## src/rtl/cpu_wb_arbiter.sv

```systemverilog
// Register-file write-port arbiter: shares one write port between the main
// pipeline and a small buffer of long-latency unit results, with a starvation
// counter that forces the pipeline to yield one cycle to the oldest buffered result.
module cpu_wb_arbiter #(
  parameter int unsigned STARVE_LIMIT = 4,
  parameter int unsigned FIFO_DEPTH   = 2
) (
  input  logic        clk,
  input  logic        rst,
  input  logic        pipe_valid_i,
  input  logic [4:0]  pipe_waddr_i,
  input  logic [31:0] pipe_wdata_i,
  output logic        pipe_ready_o,
  input  logic        unit_valid_i,
  input  logic [4:0]  unit_waddr_i,
  input  logic [31:0] unit_wdata_i,
  output logic        unit_ready_o,
  output logic        we_o,
  output logic [4:0]  waddr_o,
  output logic [31:0] wdata_o
);

  localparam int unsigned PtrW  = $clog2(FIFO_DEPTH);
  localparam int unsigned CntW  = $clog2(FIFO_DEPTH + 1);
  localparam int unsigned WaitW = $clog2(STARVE_LIMIT + 1);

  localparam logic [CntW-1:0]  CntFull = CntW'(FIFO_DEPTH);
  localparam logic [WaitW-1:0] WaitMax = WaitW'(STARVE_LIMIT);

  typedef enum logic [0:0] {StNormal, StForce} state_e;

  state_e            state_q, state_d;
  logic [WaitW-1:0]  wait_q, wait_d;
  logic [CntW-1:0]   count_q, count_d;
  logic [PtrW-1:0]   wr_ptr_q, wr_ptr_d;
  logic [PtrW-1:0]   rd_ptr_q, rd_ptr_d;
  logic [36:0]       mem_q [FIFO_DEPTH];
  logic              we_q, we_d;
  logic [4:0]        waddr_q, waddr_d;
  logic [31:0]       wdata_q, wdata_d;

  logic              pipe_gnt, fifo_gnt, push, pop;
  logic [4:0]        head_waddr;
  logic [31:0]       head_wdata;

  assign head_waddr = mem_q[rd_ptr_q][36:32];
  assign head_wdata = mem_q[rd_ptr_q][31:0];

  // Grant selection, FIFO bookkeeping, starvation counter and output staging.
  always_comb begin
    pipe_gnt = 1'b0;
    fifo_gnt = 1'b0;
    state_d  = state_q;

    pipe_ready_o = rst && (state_q == StNormal);
    // FORCE always pops (head guaranteed valid), so a full buffer can still take
    // a result that cycle; decided from registered state only.
    unit_ready_o = rst && ((count_q != CntFull) || (state_q == StForce));

    unique case (state_q)
      StNormal: begin
        if (pipe_valid_i)          pipe_gnt = 1'b1;
        else if (count_q != '0)    fifo_gnt = 1'b1;
      end
      StForce: begin
        fifo_gnt = (count_q != '0);
        state_d  = StNormal;
      end
      default: state_d = StNormal;
    endcase

    push = unit_valid_i && unit_ready_o;
    pop  = fifo_gnt;

    count_d = count_q;
    unique case ({push, pop})
      2'b10:   count_d = count_q + CntW'(1);
      2'b01:   count_d = count_q - CntW'(1);
      default: count_d = count_q;
    endcase
    wr_ptr_d = push ? wr_ptr_q + PtrW'(1) : wr_ptr_q;
    rd_ptr_d = pop  ? rd_ptr_q + PtrW'(1) : rd_ptr_q;

    wait_d = wait_q;
    if ((count_q == '0) || fifo_gnt) wait_d = '0;
    else if (wait_q != WaitMax)      wait_d = wait_q + WaitW'(1);

    if ((state_q == StNormal) && !fifo_gnt && (count_q != '0) && (wait_d == WaitMax)) begin
      state_d = StForce;
    end

    // Writes to r0 still complete the handshake but never strobe the port.
    we_d    = 1'b0;
    waddr_d = waddr_q;
    wdata_d = wdata_q;
    if (pipe_gnt && (pipe_waddr_i != 5'd0)) begin
      we_d    = 1'b1;
      waddr_d = pipe_waddr_i;
      wdata_d = pipe_wdata_i;
    end else if (fifo_gnt && (head_waddr != 5'd0)) begin
      we_d    = 1'b1;
      waddr_d = head_waddr;
      wdata_d = head_wdata;
    end
  end

  // Control and output registers, cleared asynchronously.
  always_ff @(posedge clk or negedge rst) begin
    if (!rst) begin
      state_q  <= StNormal;
      wait_q   <= '0;
      count_q  <= '0;
      wr_ptr_q <= '0;
      rd_ptr_q <= '0;
      we_q     <= 1'b0;
      waddr_q  <= '0;
      wdata_q  <= '0;
    end else begin
      state_q  <= state_d;
      wait_q   <= wait_d;
      count_q  <= count_d;
      wr_ptr_q <= wr_ptr_d;
      rd_ptr_q <= rd_ptr_d;
      we_q     <= we_d;
      waddr_q  <= waddr_d;
      wdata_q  <= wdata_d;
    end
  end

  // Buffer storage; contents are don't-care until a push marks them valid.
  always_ff @(posedge clk) begin
    if (push) mem_q[wr_ptr_q] <= {unit_waddr_i, unit_wdata_i};
  end

  assign we_o    = we_q;
  assign waddr_o = waddr_q;
  assign wdata_o = wdata_q;

endmodule

```

## config.mk

```make
export PLATFORM = sky130hd
export DESIGN_NAME = cpu_wb_arbiter
export DESIGN_NICKNAME = d
export VERILOG_FILES = /design/src/rtl/cpu_wb_arbiter.sv
export SDC_FILE = /design/constraint.sdc
export NUM_CORES = 1
export LEC_CHECK = 0
export BUFFER_PORTS_ARGS = -buffer_cell sky130_fd_sc_hd__buf_2
export CORE_UTILIZATION = 40
export CTS_BUF_LIST = sky130_fd_sc_hd__clkbuf_4
export DETAILED_ROUTE_END_ITERATION = 10
export GPL_ROUTABILITY_DRIVEN = 0
export PLACE_DENSITY_LB_ADDON = 0.12
export SYNTH_ARGS = -nofsm -noshare
export SYNTH_HDL_FRONTEND = slang
export SYNTH_SLANG_ARGS = --single-unit
```

## constraint.sdc

```tcl
create_clock -name clk -period 3.5 [get_ports clk]
set_input_delay 0 -clock clk [delete_from_list [all_inputs] [get_ports clk]]
set_output_delay 0 -clock clk [all_outputs]
set_load 0.05 [all_outputs]
```

==> impl_metrics.tcl <==
set metrics [dict create \
    drtPass1Iterations 5 \
    path_max_fanout 29 \
    dp_hpwl_mm 6.54 \
    initial_core_util_pct 41.3 \
    cp.arrival_ps 2630 \
    grt_setup_unrepaired "false" \
    cpMaxStageDelayCell "nor2_4" \
    fin_nets 583 \
    ctsHtreeMaxLevel 4 \
    clk_latency_ps 510 \
    clock_path_buffers 2 \
    hold_class "in2reg" \
    ant_nets 0 \
    antenna_found_initial 0 \
    tns_ps 0 \
    crit_type "reg2reg" \
    fp.dieH_um 111 \
    post_drt_wl_per_cell_um 16.3 \
    initialDrtViolationCount 171 \
    crit_path_end_kind "flip-flop" \
    vias 3318 \
    cts_root_buf "clkbuf_4" \
    clk_pin_slew_ps 100 \
    drive_gt1_share_pct 31.1 \
    wl_mm 10.7 \
    drv_slew 0 \
    slowest_delay_ps 710 \
    grt_usage_pct 18.7 \
    grt_pass1_wl_mm 17.3 \
    grt_max_degree 48 \
    required_ps 3720 \
    syn_avg_cell_area_sq_um 15.7 \
    ir_drop_mv 0.369 \
    cts_tree "done" \
    finalHoldViolCount 0 \
    synth_edf_count 74 \
    cp_cell_sequence "nor2_1, a21boi_0, nand2_1, nor2_4, buf_4" \
    postCtsResizedCells 0 \
    cts.sinks 120 \
    ys_seq_elements 120 \
    maxCapViolations 0 \
    grt_pass1_vias 3432 \
    die_w_um 111 \
    cts_buffers 17 \
    worst_clock_skew_ps 8.49 \
    p_leak_nw 2.71 \
    status "completed" \
    p_per_area_nw_per_um2 701 \
    drc 0 \
    syn_inst 301 \
    synth-async-reset-ratio_pct 38.3 \
    antenna_cells 0 \
    synthFlopType "edfxtp_1" \
    relSlewSlack_pct 38.6 \
    worst_pin_slew_ps 921 \
    netlist_area_sq_um 4730 \
    io_buffers 117 \
    area_delta_synth_final_pct 36.6 \
    core.rowCount 39 \
    gr-total-overflow 0 \
    fmax_ghz 0.415 \
    syn_nets 382 \
    ys_seq_area_share_pct 71.3 \
    r2r_slack_ps 1090 \
    synth_warnings 0 \
    placeableCoreArea_sq_um 11500 \
    period_share_pct 68.9 \
    start_kind "flip-flop" \
    placed_cell_area_sq_um 5460 \
    avgViaCountPerCell 5.04 \
    final_area_sq_um 6460 \
    io_pins 118 \
    synth.distinct_cells 33 \
    setup_viol 0 \
    fin_crit_ps 2410 \
    die_area_sq_um 12300 \
]
[where the power goes]
part	leakage, nW	internal (mW)	total, mW	switching [mW]
sequential	1.22	1.82	2.01	0.185
combinational	1.35	0.583	1.71	1.13
clock	0.138	0.338	0.811	0.473
total	2.71	2.74	4.53	1.79
[repair_timing]
| item | CTS | global route |
|---|---|---|
| buffers inserted | 0 | 0 |
| hold buffers | 78 | 0 |
| hold endpoints to repair | 160 | 0 |
[sequential cells by signal, indices dropped and copies added, names as in the netlist]
name and count:
count_q 2, wait_q 3, mem_q 74, we_o 1, wdata_o 32, state_q 1
waddr_o 5, wr_ptr_q 1, rd_ptr_q 1
[synth_stat cells (4+ instances only)]
master | number | area, sq um
a221o_1 | 35 | 350
edfxtp_1 | 74 | 2220
nor2_1 | 12 | 45.0
dfrtp_1 | 46 | 1150
mux2i_1 | 37 | 370
buf_6 | 4 | 45.0
clkbuf_1 | 5 | 18.8
nor3_1 | 34 | 170
nand2_1 | 5 | 18.8
inv_1 | 4 | 15.0
xnor2_1 | 4 | 35.0
buf_2 | 8 | 40.0
[critical path, delay by kind of cell (launching register included)]
family / cells / cell delay (ps)
compound gates: 1 / 340
simple gates: 3 / 990
buf+inv: 1 / 330
flops: 1 / 440
[layer usage]
metal | vias up | global-route usage, % | part of all wire [%]
met1 | 1591 | 23.3 | 45
li1 | 1600 | - | -
met4 | 0 | 8.00 | 1.5
met2 | 116 | 30.4 | 48
met5 | - | 0 | 0
met3 | 11 | 5.41 | 5.2
[final cells by class]
cell class / count / area (sq um)
Multi-Input combinational cell: 156 / 1230
Tap cell: 143 / 179
Fill cell: 928 / 5010
Clock buffer: 18 / 135
Timing Repair Buffer: 202 / 1430
Clock inverter: 14 / 90.1
Sequential cell: 120 / 3370
Inverter: 5 / 18.8
[per-stage QoR]
step	total power [mW]	std cells	setup slack (ps)	hold WS [ps]	utilization, %
after floorplan	3.27	301	49.3	-296	-
after global placement	3.66	548	1070	170	47.6
after detailed placement	3.69	548	1050	166	47.6
after CTS	4.59	658	1030	88.5	56.3
after global routing	4.77	658	850	137	56.3
final	4.53	658	1090	134	56.3
[layout by cell type, fill, tap and decap left out, types with 2 or more instances in the layout]
cell             n
buf_4            6
edfxtp_1        74
xnor2_1          4
nand2_1          5
clkinv_1         4
mux2i_1         37
ha_1             3
clkinv_2         9
clkbuf_4        18
nor3_1          34
buf_2          117
a221o_1         35
mux2_2           2
nor2b_1          2
inv_1            4
nor3b_1          3
nor2_1          11
dlygate4sd3_1   78
o21ai_0          3
a21oi_1          3
dfrtp_1         45
[path summary, 6_finish.rpt]
check | endpoint | start | cells after the start
max | mem_q[0][17] | count_q[0] | 5
min | waddr_o[2] | pipe_valid_i | 5
max reg2reg | mem_q[0][17] | count_q[0] | 5
min reg2reg | count_q[1] | count_q[1] | 1
max in group asynchronous | rd_ptr_q | rst | 3
min in group asynchronous | wait_q[2] | rst | 3
[cell families (layout without fill, tap and decap cells)]
group | count (synthesis) | count (layout) | synth area share (%)
AOI/OAI and AO/OA | 48 | 48 | 9.42
xor gates and xnor gates | 5 | 5 | 0.926
adders and majority gates | 3 | 3 | 0.794
buffers and inverters | 25 | 239 | 2.83
DFF | 120 | 120 | 71.3
muxes | 39 | 39 | 8.30
and+or+nand+nor | 61 | 61 | 6.43
(Power assumes the default switching activity.)
